===== config.mk =====
export PLATFORM = sky130hd
export DESIGN_NAME = svm_feature_loader
export DESIGN_NICKNAME = d
export VERILOG_FILES = /design/src/rtl/svm_loader_pkg.sv /design/src/rtl/svm_feature_loader.sv
export SDC_FILE = /design/constraint.sdc
export NUM_CORES = 1
export LEC_CHECK = 0
export BUFFER_PORTS_ARGS = -buffer_cell sky130_fd_sc_hd__buf_2
export CORE_ASPECT_RATIO = 0.7
export CORE_MARGIN = 2
export CORE_UTILIZATION = 30
export CTS_CLUSTER_SIZE = 20
export DETAILED_ROUTE_END_ITERATION = 7
export HOLD_SLACK_MARGIN = 0.15
export PLACE_DENSITY_LB_ADDON = 0.12
export SYNTH_ARGS = -nofsm -noshare
export SYNTH_HDL_FRONTEND = slang
export SYNTH_SLANG_ARGS = --single-unit

===== constraint.sdc =====
create_clock -name clk -period 2 [get_ports clk]
set_input_delay 0.3 -clock clk [delete_from_list [all_inputs] [get_ports clk]]
set_output_delay 0.3 -clock clk [all_outputs]
set_load 0.05 [all_outputs]

===== src/rtl/svm_loader_pkg.sv =====
// svm_loader_pkg
//   Shared definitions for the printed-SVM feature loader.
//   - state_t      : loader FSM states (LOAD, WAIT, HOLD)
//   - *_DEF        : default frame geometry (11 features x 4 bits, 14-bit score)
//   - idx_width()  : width of the feature slot index, never below 1 bit
package svm_loader_pkg;

    localparam int NUM_FEAT_DEF = 11;
    localparam int FEAT_W_DEF   = 4;
    localparam int SCORE_W_DEF  = 14;

    function automatic int idx_width(input int n);
        return (n > 1) ? $clog2(n) : 1;
    endfunction

    localparam int IDX_W_DEF = idx_width(NUM_FEAT_DEF);

    typedef enum logic [1:0] {
        LOAD = 2'd0,
        WAIT = 2'd1,
        HOLD = 2'd2
    } state_t;

endpackage


===== src/rtl/svm_feature_loader.sv =====
// svm_feature_loader
//   Sequential front end for a combinational printed-SVM regressor. Features
//   arrive one per beat, are packed into cls_inp, the classifier score is
//   captured after CLS_LAT extra cycles and offered downstream.
//
// Ports
//   clk, rst_n         : single clock, asynchronous active-low reset
//   s_valid/s_ready    : feature beat handshake, s_data (unsigned), s_last
//   cls_inp            : packed features to classifier, feature k in
//                        bits [k*FEAT_W +: FEAT_W]
//   cls_out            : signed classifier score
//   m_valid/m_ready    : score handshake, m_score registered signed score
//   frame_err          : one-cycle pulse on a framing error
//   m_class            : only with SVM_FEATURE_LOADER_CLASS_EN defined;
//                        registered (cls_out >= THRESH)
//
// Handshake rule (both streams): a transfer happens on a rising edge where
// valid and ready are both high; a source holds valid and its payload until
// that edge, and ready never depends on valid.
//
// Optional build macro: SVM_FEATURE_LOADER_CLASS_EN
module svm_feature_loader
    import svm_loader_pkg::*;
#(
    parameter int NUM_FEAT = NUM_FEAT_DEF,
    parameter int FEAT_W   = FEAT_W_DEF,
    parameter int SCORE_W  = SCORE_W_DEF,
    parameter int CLS_LAT  = 0,
    parameter logic signed [SCORE_W-1:0] THRESH = '0
) (
    input  logic                       clk,
    input  logic                       rst_n,
    input  logic                       s_valid,
    output logic                       s_ready,
    input  logic [FEAT_W-1:0]          s_data,
    input  logic                       s_last,
    output logic [NUM_FEAT*FEAT_W-1:0] cls_inp,
    input  logic [SCORE_W-1:0]         cls_out,
    output logic                       m_valid,
    input  logic                       m_ready,
    output logic [SCORE_W-1:0]         m_score,
`ifdef SVM_FEATURE_LOADER_CLASS_EN
    output logic                       m_class,
`endif
    output logic                       frame_err
);

    localparam int IDX_W = idx_width(NUM_FEAT);
    localparam int CNT_W = (CLS_LAT > 0) ? $clog2(CLS_LAT + 1) : 1;
    localparam logic [IDX_W-1:0] LAST_IDX = IDX_W'(NUM_FEAT - 1);

    state_t                      state, state_next;
    logic [IDX_W-1:0]            idx, idx_next;
    logic [CNT_W-1:0]            cnt, cnt_next;
    logic [NUM_FEAT*FEAT_W-1:0]  inp_next;
    logic [SCORE_W-1:0]          score_next;
    logic                        err_next;

    // Gated with rst_n so the source sees no room while reset is held,
    // even though the state register already sits in LOAD.
    assign s_ready = (state == LOAD) && rst_n;
    assign m_valid = (state == HOLD);

`ifdef SVM_FEATURE_LOADER_CLASS_EN
    logic class_next;
`else
    logic unused_thresh;
    assign unused_thresh = ^THRESH;
`endif

    always_ff @(posedge clk or negedge rst_n) begin
        if (!rst_n) begin
            state     <= LOAD;
            idx       <= '0;
            cnt       <= '0;
            cls_inp   <= '0;
            m_score   <= '0;
            frame_err <= 1'b0;
`ifdef SVM_FEATURE_LOADER_CLASS_EN
            m_class   <= 1'b0;
`endif
        end else begin
            state     <= state_next;
            idx       <= idx_next;
            cnt       <= cnt_next;
            cls_inp   <= inp_next;
            m_score   <= score_next;
            frame_err <= err_next;
`ifdef SVM_FEATURE_LOADER_CLASS_EN
            m_class   <= class_next;
`endif
        end
    end

    always_comb begin
        state_next = state;
        idx_next   = idx;
        cnt_next   = cnt;
        inp_next   = cls_inp;
        score_next = m_score;
        err_next   = 1'b0;
`ifdef SVM_FEATURE_LOADER_CLASS_EN
        class_next = m_class;
`endif
        case (state)
            LOAD: begin
                if (s_valid) begin
                    for (int k = 0; k < NUM_FEAT; k++) begin
                        if (idx == IDX_W'(k)) begin
                            inp_next[k*FEAT_W +: FEAT_W] = s_data;
                        end
                    end
                    if (idx == LAST_IDX) begin
                        // Slot count wins over s_last: the frame completes
                        // even without the marker, which is flagged.
                        idx_next   = '0;
                        cnt_next   = CNT_W'(CLS_LAT);
                        state_next = WAIT;
                        err_next   = !s_last;
                    end else if (s_last) begin
                        // Short frame: drop it; stale slots are left in place
                        // and get overwritten by the next full frame.
                        idx_next = '0;
                        err_next = 1'b1;
                    end else begin
                        idx_next = idx + 1'b1;
                    end
                end
            end
            WAIT: begin
                if (cnt == '0) begin
                    score_next = cls_out;
`ifdef SVM_FEATURE_LOADER_CLASS_EN
                    class_next = ($signed(cls_out) >= THRESH);
`endif
                    state_next = HOLD;
                end else begin
                    cnt_next = cnt - 1'b1;
                end
            end
            HOLD: begin
                if (m_ready) begin
                    state_next = LOAD;
                end
            end
            default: begin
                state_next = LOAD;
            end
        endcase
    end

endmodule


==> Word level (Yosys, flattened, before mapping) <==
Index checks and enable logic that the tools add are counted.
W data, S select, Z words.
{ "word_totals": {"n_memories": 0, "word_cells": 70, "regBits": 66, "ram_bits": 0, "latchBits": 0, "mem_bits_ro": 0} }
{ "classes": {"magnitude_cmp": 0, "add_sub_neg": 2, "reduce_logical": 20, "muxes": 15, "shifts": 0, "n_bitwise": 1, "div_mod_pow": 0, "n_eq_ne": 16, "multipliers": 0} }
{ "ops": {"columns": ["operator", "count"], "rows": [
  ["$reduce_and A3 Y1", 12],
  ["$eq A4 B3 Y1 const B", 4],
  ["$eq A4 B4 Y1 const B", 3],
  ["$eq A4 B2 Y1 const B", 2],
  ["$mux W2", 4],
  ["$mux W4", 2],
  ["$mux W1", 7],
  ["$pmux W2 S3", 1],
  ["$add A4 B1 Y4 const B", 1],
  ["$eq A4 B1 Y1 const B", 1],
  ["$logic_not A4 Y1", 1],
  ["$ne A2 B1 Y1 const B", 2],
  ["$ne A2 B2 Y1 const B", 2],
  ["$reduce_and A2 Y1", 2],
  ["$reduce_and A4 Y1", 1],
  ["$eq A2 B1 Y1 const B", 1],
  ["$eq A2 B2 Y1 const B", 1],
  ["$logic_not A2 Y1", 1],
  ["$pmux W1 S2", 1],
  ["$reduce_bool A2 Y1", 1],
  ["$logic_and A1 B1 Y1", 1],
  ["$logic_not A1 Y1", 1],
  ["$not A1 Y1", 1],
  ["$sub A1 B1 Y1 const B", 1]
]} }

==> Longest topological paths before layout <==
Gate-level depths: netlist of the first run.
{ "depth": {"word_depth": 4, "ltp_mapped": 6, "depth_no_buf": 5} }

==> Worst setup path after synthesis of the first run <==
No wires, ideal clock.
{ "synth_path": {"path_kind": "flip-flop to flip-flop", "start": "reg idx[0]", "end": "reg cls_inp[34]", "arrival_time_ps": 1586, "slack_ps": 290, "t_required_ps": 1875, "synth_period_minus_slack_ps": 1710, "setup_ps": 125, "stages_incl_launch_ff": 7, "cell_sequence": "dfrtp_1 -> inv_1 -> ha_1 -> nor4b_1 -> and3_1 -> clkbuf_1 -> mux2_2"} }
{ "synth_between": {"elab_chain_cells": 2} }
{ "synth_lines": {"columns": ["element", "line", "source"], "rows": [
  ["from (decl)", "svm_feature_loader.sv:53", "logic [IDX_W-1:0] idx, idx_next;"],
  ["from (signal assigned)", "svm_feature_loader.sv:84", "idx <= idx_next;"],
  ["$eq A4 B4 Y1", "svm_feature_loader.sv:109", "if (idx == IDX_W'(k)) begin"],
  ["$reduce_and A3 Y1 (no line)", null, null],
  ["to (signal assigned)", "svm_feature_loader.sv:86", "cls_inp <= inp_next;"],
  ["to (decl)", "svm_feature_loader.sv:37", "output logic [NUM_FEAT*FEAT_W-1:0] cls_inp,"]
]} }
Every way passes these cells.
A chain may end at the register's enable or synchronous reset.

==> Final worst setup path of the first run <==
{ "layout_path": {"start": "reg idx[0]", "end": "reg cls_inp[33]"} }
The elaborated chain is that of the path after synthesis.

==> metrics.csv, run 1 <==
stage,metric,value,unit
outcome,outcome,completed,
power,power.density,1420,nW/um^2
grt,antenna_found_initial,0,
yosys,synth_commonest_cells,"dfrtp_1 (65), mux2_2 (58), clkbuf_1 (7), o21ai_0 (6), inv_1 (5)",
yosys,synth_compound_area_frac,0.0137,
yosys,syn_area_per_cell,14.3,um^2
yosys,synth_area_leaders,"dfrtp_1 (62%), mux2_2 (25%), ha_1 (1.9%)",
yosys,synth_xor_area_frac,0.00332,
place,portBuffers,83,
yosys,syn_area,2640,um^2
cells_and_area,fin_area,3460,um^2
timing,worst_pin_slew,0.844,ns
yosys,synth_top_family_by_area,multiplexers,
timing,setup_ws,0.196,ns
yosys,ys_seq_elements,65,
critical_path,endpoint_kind,flip-flop,
timing,grt_setup_unrepaired,false,
power,ir_drop,0.675,mV
die,initial_core_util,0.310,
cells_and_area,fill_cells,837,
drt,avgViaCountPerCell,4.34,
cells_and_area,nets,296,
critical_path,crit_required,2.21,ns
die,rows,28,
timing,post-route-period-util,0.902,
cells_and_area,areaGrowthSynthToFinish,30.9,%
yosys,synth_adder_area_share,0.0190,
timing,fin_setup_tns,0,ns
power,cellLeakagePower,0.00174,uW
drt,wire_per_inst,14.6,um
clocking,cts_sinks,65,
clocking,htree_levels,3,
place,dp_hpwl,4070,um
place,place_congestion,0.818,
drt,drc,0,
power,power.total,4920,uW
yosys,synth_cell_type_count,27,
yosys,yosysTopAreaCell,dfrtp_1,
timing,fmax,554,MHz
timing,whs,0.161,ns
grt,grt_first_pass_wirelength,9360,um
die,die_area,9580,um^2
cells_and_area,antenna_cells,0,
flow_run,drv_cap,0,
grt,grt_usage,0.132,
clocking,cts_resized,0,
yosys,syn_inst,184,
drt,drt_wl_total,5740,um
clocking,cts_hold_buf,0,
drt,num_vias,1711,
clocking,cts_root_buf,clkbuf_16,
clocking,cts_setup_buffers,0,
yosys,post-synth-top-count-cell,dfrtp_1,
yosys,synth_nets,211,
grt,grt_overflow,0,
cells_and_area,multi_input_area,948,um^2
drt,antenna_left,0,
grt,grt_pass1_vias,1754,
critical_path,crit_path_top_delay_cell,dfrtp_1,
yosys,synth_mux_area_frac,0.247,
yosys,yosysTopAreaCellShare,0.616,
timing,setup_viol,0,
timing,hold_violations,0,
die,die_w,116,um
critical_path,worstSetupPathType,reg2reg,
clocking,cts_max_path_buffers,2,
clocking,clkLatencyLatePin,0.33,ns
min_path,hold_class,in2async,
timing,slew_viol_final,0,
yosys,synthFlopType,dfrtp_1,
critical_path,crit_arrival,2.01,ns
place,placed_area,3170,um^2
drt,drt-initial-drc-count,52,
clocking,cts_buffers,9,
critical_path,crit_fanout,6,
grt,grt_max_degree,66,
cells_and_area,seq_area,1630,um^2
die,io_pins,84,
clocking,clk_pin_slew,0.06,ns
cells_and_area,drive_gt1_frac,0.580,
timing,period_minus_slack,1.80,ns
yosys,ys_seq_area_frac,0.616,
timing,max_slew_margin,0.437,
place,place_ws,0.208,ns
timing,fin_skew,0.00979,ns
critical_path,crit_chain,inv_1 > ha_1 > nor4b_1 > and3_1 > mux2_2,
clocking,cts_tree,done,
critical_path,crit_path_max_incr_delay,0.43,ns
yosys,synth_edf_count,0,
drt,firstDrtPassIters,4,
yosys,yosys.area_share.simple,0.0758,
critical_path,cp-start-kind,flip-flop,
yosys,async_reset_ff_frac,1.00,
die,die_h,82.5,um
die,coreArea,8510,um^2
yosys,synth_warnings,0,
cells in the final DEF (no fill, tap or decap), types with 2 or more instances in the layout:
master,instances
ha_1,4
o21ai_0,6
nand2b_1,3
buf_2,83
mux2_2,58
and3_1,2
nand3b_1,2
nand2_1,4
clkinvlp_4,4
clkbuf_16,9
nor2b_1,2
nand4_1,2
buf_4,2
inv_1,5
nor2_1,4
nand3_1,4
and4_1,2
dfrtp_1,65
worst paths after layout:
check	end	slack (ns)	start	cells past startpoint
worst min register to register	cls_inp[0]	0.50	cls_inp[0]	1
worst min-delay path	cls_inp[24]	0.16	rst_n	2
min in group clk	state[1]	0.17	m_ready	2
worst max register to register	cls_inp[33]	0.20	idx[0]	5
max in group asynchronous	cls_inp[34]	1.24	rst_n	2
worst max-delay path	cls_inp[33]	0.20	idx[0]	5
state kept, by name, summed over array words and instances, names as in the netlist:
signal and cells:
cls_inp 44, state 2, frame_err 1, idx 4, m_score 14
report_power, final:
| part | switching [uW] | leakage [uW] | internal (uW) |
|---|---|---|---|
| combinational | 1290 | 0.000788 | 445 |
| clock | 567 | 0.000127 | 870 |
| sequential | 143 | 0.000828 | 1610 |
| total | 2000 | 0.00174 | 2920 |
routing by layer:
layer	global-route usage	wire length, um	vias up
met1	0.179	2800	845
met5	0	0	-
li1	-	-	822
met2	0.184	2490	38
met3	0.0701	385	6
met4	0.0357	65	0
worst max-delay path, delay by kind of cell (launching register included):
family | cells | cell delay, ns
adders and majority gates | 1 | 0.17
buffers and inverters | 1 | 0.11
DFF | 1 | 0.43
muxes | 1 | 0.36
and+or+nand+nor | 2 | 0.63
final cells by class:
type | instances | share of cell area
Multi-Input combinational cell | 103 | 0.274
Tap cell | 120 | 0.0434
Clock inverter | 6 | 0.0127
Sequential cell | 65 | 0.471
Clock buffer | 10 | 0.0691
Inverter | 5 | 0.00543
Timing Repair Buffer | 85 | 0.125
logic make-up after synthesis:
group	Yosys count
XOR/XNOR	1
flip-flops	65
multiplexers	58
AO/OA/AOI/OAI	7
adder cells (fa/ha/maj)	4
buffers and inverters	16
AND/OR/NAND/NOR	33
through the flow:
step,std cells,util
6_report,394,0.406
5_1_grt,394,0.406
4_1_cts,394,0.406
3_5_place_dp,378,0.373
3_3_place_gp,378,0.373
2_1_floorplan,184,-
Note: power is estimated with default switching activity, not from simulation.
==> run 2: changes to the inputs <==
--- a/config.mk
+++ b/config.mk
@@ -13,6 +13,7 @@
 export DETAILED_ROUTE_END_ITERATION = 7
 export HOLD_SLACK_MARGIN = 0.15
 export PLACE_DENSITY_LB_ADDON = 0.12
+export RECOVER_POWER = 100
 export SYNTH_ARGS = -nofsm -noshare
 export SYNTH_HDL_FRONTEND = slang
 export SYNTH_SLANG_ARGS = --single-unit
==> run 2 against run 1 <==
  * The run now ends with max-capacitance violations, max-slew violations left
  * Clock power is essentially flat
  * Die area is the same
  * Setup slack lost 0.022 ns
  * Sequential cell count is the same
  * Largest power group unchanged
  * Combinational power shrank 5%
==> metrics.csv, run 2 (synthesis gave the netlist of run 1 again) <==
stage,metric,value,unit,change
clocking,cts_setup_buffers,0,,unchanged
critical_path,rrSetupSlack,0.20,ns,about the same
place,place_congestion,0.818,,unchanged
timing,worst_pin_slew,1.65,ns,+0.803 ns
power,power.total,4850,uW,-1.4%
grt,antenna_found_initial,0,,unchanged
clocking,cts_root_buf,clkbuf_16,,
grt,grt_overflow,0,,unchanged
timing,fmax,548,MHz,-1.2%
critical_path,worstSetupPathType,reg2out,,
cells_and_area,antenna_cells,0,,unchanged
clocking,cts_sinks,65,,unchanged
die,die_h,82.5,um,unchanged
timing,fin_setup_tns,0,ns,unchanged
drt,firstDrtPassIters,4,,unchanged
critical_path,crit_path_top_delay_cell,dfrtp_1,,
die,die_area,9580,um^2,unchanged
critical_path,crit_fanout,8,,+2
timing,grt_setup_unrepaired,false,,
die,initial_core_util,0.310,,unchanged
clocking,cts_resized,0,,unchanged
drt,num_vias,1725,,+0.82%
drt,wire_per_inst,14.6,um,+0.47%
clocking,cts_buffers,9,,unchanged
critical_path,crit_path_max_incr_delay,0.46,ns,+0.03 ns
cells_and_area,fin_util,0.397,,-0.00955
cells_and_area,final_common_cell,dfrtp_1,,
grt,grt_pass1_vias,1754,,unchanged
flow_run,drv_cap,1,,+1
grt,grt_usage,0.132,,unchanged
outcome,outcome,"complete, but fails checks",,
clocking,clkLatencyLatePin,0.33,ns,about the same
timing,setup_viol,0,,unchanged
clocking,cts_tree,done,,
timing,period_minus_slack,1.83,ns,+0.0219 ns
clocking,cts_hold_buf,0,,unchanged
cells_and_area,nets,296,,unchanged
clocking,cts_max_path_buffers,2,,unchanged
place,portBuffers,83,,unchanged
die,io_pins,84,,unchanged
critical_path,cp-start-kind,flip-flop,,
min_path,hold_class,in2reg,,
grt,grt_first_pass_wirelength,9360,um,unchanged
critical_path,path_buf_inv,1,,unchanged
timing,post-route-period-util,0.913,,+0.0110
die,coreArea,8510,um^2,unchanged
drt,antenna_left,0,,unchanged
grt,grt_max_degree,66,,unchanged
cells_and_area,top_register,cls_inp,,
cells_and_area,drive_gt1_frac,0.358,,-0.223
timing,slew_viol_final,66,,+66
critical_path,cp_top_family,simple AND/OR/NAND/NOR gates,,
die,die_w,116,um,unchanged
timing,max_slew_margin,-0.0982,,-0.536
power,power.density,1440,nW/um^2,+0.94%
cells_and_area,reg_top3,"cls_inp: 44 flops, m_score: 14 flops, idx: 4 flops",,
cells_and_area,largest_reg_flops,44,,unchanged
drt,drc,0,,unchanged
critical_path,crit_arrival,1.53,ns,-0.48 ns
place,dp_hpwl,4070,um,unchanged
drt,drt-initial-drc-count,55,,+5.8%
die,rows,28,,unchanged
critical_path,endpoint_kind,primary output,,
critical_path,crit_required,1.70,ns,-0.51 ns
outcome,violations,"max-capacitance violations, max-slew violations",,
timing,hold_violations,0,,unchanged
power,ir_drop,0.714,mV,+5.8%
timing,fin_skew,0.00881,ns,-0.000982 ns
clocking,clk_pin_slew,0.05,ns,about the same
critical_path,crit_chain,nor2_1 > and2_1 > clkbuf_2,,
power,cellLeakagePower,0.00153,uW,-12%
cells_and_area,areaGrowthSynthToFinish,27.9,%,
cells_and_area,final_cell_mix,"dfrtp_1 (65), clkbuf_1 (61), mux2_2 (58)",,
drt,avgViaCountPerCell,4.38,,+0.82%
drt,drt_wl_total,5760,um,+0.47%
clocking,htree_levels,3,,unchanged
run 2: per-stage QoR:
step / setup WS (ns) / std cells / cell area [um^2] / hold slack [ns]
6_report: 0.174 / 394 / 3380 / 0.173
3_3_place_gp: 0.280 / 378 / 3170 / 0.483
4_1_cts: 0.167 / 394 / 3460 / 0.162
3_5_place_dp: 0.208 / 378 / 3170 / 0.488
2_1_floorplan: 0.290 / 184 / 2640 / 0.00441
5_1_grt: 0.0590 / 394 / 3380 / 0.184
run 2: power by group:
| part | leakage [uW] | switching, uW | total, uW | internal [uW] |
|---|---|---|---|---|
| Clock | 0.000127 | 569 | 1440 | 870 |
| Combinational | 0.000578 | 1290 | 1650 | 362 |
| Sequential | 0.000828 | 152 | 1760 | 1610 |
| Total | 0.00153 | 2010 | 4850 | 2840 |
run 2: area by class of cell:
type / count / area (um^2)
Clock buffer: 10 / 239
Fill cell: 866 / 5140
Timing Repair Buffer: 85 / 349
Clock inverter: 6 / 43.8
Sequential cell: 65 / 1630
Multi-Input combinational cell: 103 / 948
Tap cell: 120 / 150
Inverter: 5 / 18.8
run 2: per-layer routing:
metal	wire length, um	global-route usage	vias to the layer above
li1	-	-	822
met1	2820	0.179	859
met2	2510	0.184	38
met3	379	0.0701	6
met4	57	0.0357	0
met5	0	0	-
run 2: final timing paths:
check,from,end,cells past startpoint
worst max-delay path,state[0],s_ready,3
worst min-delay path,m_ready,state[1],2
worst max register to register,idx[0],cls_inp[33],5
worst min register to register,m_score[1],m_score[1],1
max in group asynchronous,rst_n,cls_inp[34],2
min in group asynchronous,rst_n,cls_inp[24],2
run 2: worst register-to-register path, cell delays in order (launching register included):
cell     delay [ns]
dfrtp_1        0.43
inv_1          0.11
ha_1           0.17
nor4b_1        0.32
and3_1         0.31
mux2_2         0.36
==> run 3: changes to the inputs <==
==> constraint.sdc (replaced) <==
create_clock -name clk -period 2 [get_ports clk]
set_input_delay 0.3 -clock clk [delete_from_list [all_inputs] [get_ports clk]]
set_output_delay 0.3 -clock clk [all_outputs]
set_load 0.005 [all_outputs]
==> run 3 against run 2 <==
  * The run now ends clean
  * Power down 22%
  * Sequential power about the same
  * Critical path type is now reg2reg
  * Routed wire length down 0.82%
  * Maximum frequency up 2.3%
  * Final area up 0.15%
  * First-iteration DRC count down 31%
==> metrics.csv, run 3 (synthesis gave the netlist of run 1 again) <==
stage,metric,value,unit,change
outcome,outcome,completed,,
place,place_congestion,0.820,,+0.27%
grt,grt_usage,0.132,,-0.000596
timing,fin_setup_tns,0,ns,unchanged
critical_path,crit_path_max_incr_delay,0.43,ns,-0.03 ns
grt,grt_use_met3,0.0613,,-0.00876
timing,slew_viol_final,0,,-100%
power,cellLeakagePower,0.00161,uW,+5.3%
die,rows,28,,unchanged
timing,worst_pin_slew,0.888,ns,-0.759 ns
timing,post-route-period-util,0.892,,-0.0204
clocking,cts_max_path_buffers,2,,unchanged
grt,grt_overflow,0,,unchanged
grt,grt_first_pass_wirelength,9100,um,-2.7%
power,ir_drop,0.505,mV,-29%
timing,max_slew_margin,0.408,,+0.506
flow_run,drv_cap,0,,-1
clocking,htree_levels,3,,unchanged
cells_and_area,nets,297,,+0.34%
die,io_pins,84,,unchanged
timing,hold_violations,0,,unchanged
drt,drt_wl_total,5720,um,-0.82%
drt,antenna_left,0,,unchanged
drt,avgViaCountPerCell,4.42,,+0.89%
grt,busiest_layer,met1,,
critical_path,crit_required,2.20,ns,+0.50 ns
power,power.density,1120,nW/um^2,-22%
clocking,cts_sinks,65,,unchanged
clocking,cts_buffers,9,,unchanged
drt,num_vias,1736,,+0.64%
place,portBuffers,83,,unchanged
timing,fin_skew,0.00358,ns,-0.00522 ns
timing,period_minus_slack,1.78,ns,-0.0408 ns
cells_and_area,drive_gt1_frac,0.425,,+0.0672
drt,drt-initial-drc-count,38,,-31%
power,power.total,3780,uW,-22%
critical_path,worstSetupPathType,reg2reg,,
cells_and_area,final_common_cell,dfrtp_1,,
cells_and_area,top_register,cls_inp,,
critical_path,endpoint_kind,flip-flop,,
min_path,hold_class,in2reg,,
cells_and_area,areaGrowthSynthToFinish,28.1,%,
timing,grt_setup_unrepaired,false,,
grt,antenna_found_initial,0,,unchanged
die,die_w,116,um,unchanged
clocking,clk_pin_slew,0.05,ns,about the same
critical_path,crit_arrival,1.99,ns,+0.46 ns
place,dp_hpwl,3990,um,-1.9%
drt,firstDrtPassIters,2,,-2
clocking,cts_root_buf,clkbuf_16,,
cells_and_area,final_cell_mix,"dfrtp_1 (65), mux2_2 (58), buf_2 (47)",,
critical_path,crit_path_top_delay_cell,dfrtp_1,,
grt,grt_pass1_vias,1671,,-4.7%
grt,grt_max_degree,66,,unchanged
clocking,clkLatencyLatePin,0.32,ns,about the same
critical_path,crit_chain,inv_1 > ha_1 > nor4b_1 > and3_1 > mux2_2,,
timing,fmax,560,MHz,+2.3%
die,die_area,9580,um^2,unchanged
die,coreArea,8510,um^2,unchanged
drt,drc,0,,unchanged
grt,grt_use_met1,0.184,,+0.00477
die,die_h,82.5,um,unchanged
drt,wire_per_inst,14.5,um,-0.56%
cells_and_area,antenna_cells,0,,unchanged
cells_and_area,reg_top3,"cls_inp: 44 flops, m_score: 14 flops, idx: 4 flops",,
grt,met2_usage,0.174,,-0.00994
die,initial_core_util,0.310,,unchanged
critical_path,cp-start-kind,flip-flop,,
critical_path,crit_fanout,5,,-3
timing,setup_viol,0,,unchanged
cells_and_area,largest_reg_flops,44,,unchanged
clocking,cts_tree,done,,
[run 3: cell types whose count changed in the layout (fill, tap and decap cells not counted), sizes merged]
cell	previous run	this run
buf	21	47
clkbuf	74	51
clkinvlp	4	0
clkinv	2	1
dlygate4sd3	0	1
[run 3: layout make-up]
cell class / count / area, um^2
Tap cell: 120 / 150
Timing Repair Buffer: 86 / 392
Fill cell: 837 / 5130
Clock buffer: 13 / 240
Sequential cell: 65 / 1630
Inverter: 5 / 18.8
Multi-Input combinational cell: 103 / 948
Clock inverter: 1 / 5.00
[run 3: worst max-delay path: cells and delay by family, from the launching register on]
kind | cells | cell delay (ns)
adder cells (fa/ha/maj) | 1 | 0.16
flip-flops | 1 | 0.43
buffers and inverters | 1 | 0.11
AND/OR/NAND/NOR | 2 | 0.61
multiplexers | 1 | 0.35
[run 3: final timing paths]
kind | from | end | slack (ns) | cells after the start
max | idx[1] | cls_inp[32] | 0.22 | 5
min | m_ready | state[1] | 0.17 | 2
max reg2reg | idx[1] | cls_inp[32] | 0.22 | 5
min reg2reg | cls_inp[18] | cls_inp[18] | 0.49 | 1
max in group asynchronous | rst_n | cls_inp[28] | 0.60 | 3
min in group asynchronous | rst_n | cls_inp[5] | 0.83 | 3
[run 3: timing repair]
action	in CTS	in global routing
buffers inserted	0	0
hold buffers	1	0
gates resized for setup	0	0
hold endpoints to repair	65	0
[run 3: routing by layer]
layer | share of wire | vias up | wire length (um)
li1 | - | 820 | -
met1 | 0.49 | 869 | 2830
met2 | 0.43 | 39 | 2450
met3 | 0.061 | 8 | 349
met4 | 0.016 | 0 | 93
met5 | 0 | - | 0
[run 3: power breakdown]
part / internal [uW] / leakage [uW] / total [uW] / switching, uW
sequential: 1610 / 0.000828 / 1750 / 148
clock: 822 / 0.000120 / 1330 / 507
combinational: 407 / 0.000666 / 699 / 292
total: 2840 / 0.00161 / 3780 / 947
[run 3: through the flow]
stage / util / cells / setup WS, ns / cell area [um^2] / hold WS, ns
floorplan: - / 184 / 0.290 / 2640 / 0.00441
global placement: 0.374 / 378 / 0.279 / 3190 / 0.389
detailed placement: 0.374 / 378 / 0.215 / 3190 / 0.382
CTS: 0.404 / 393 / 0.202 / 3440 / 0.152
global route: 0.397 / 393 / 0.0432 / 3380 / 0.170
finish: 0.397 / 393 / 0.215 / 3380 / 0.171
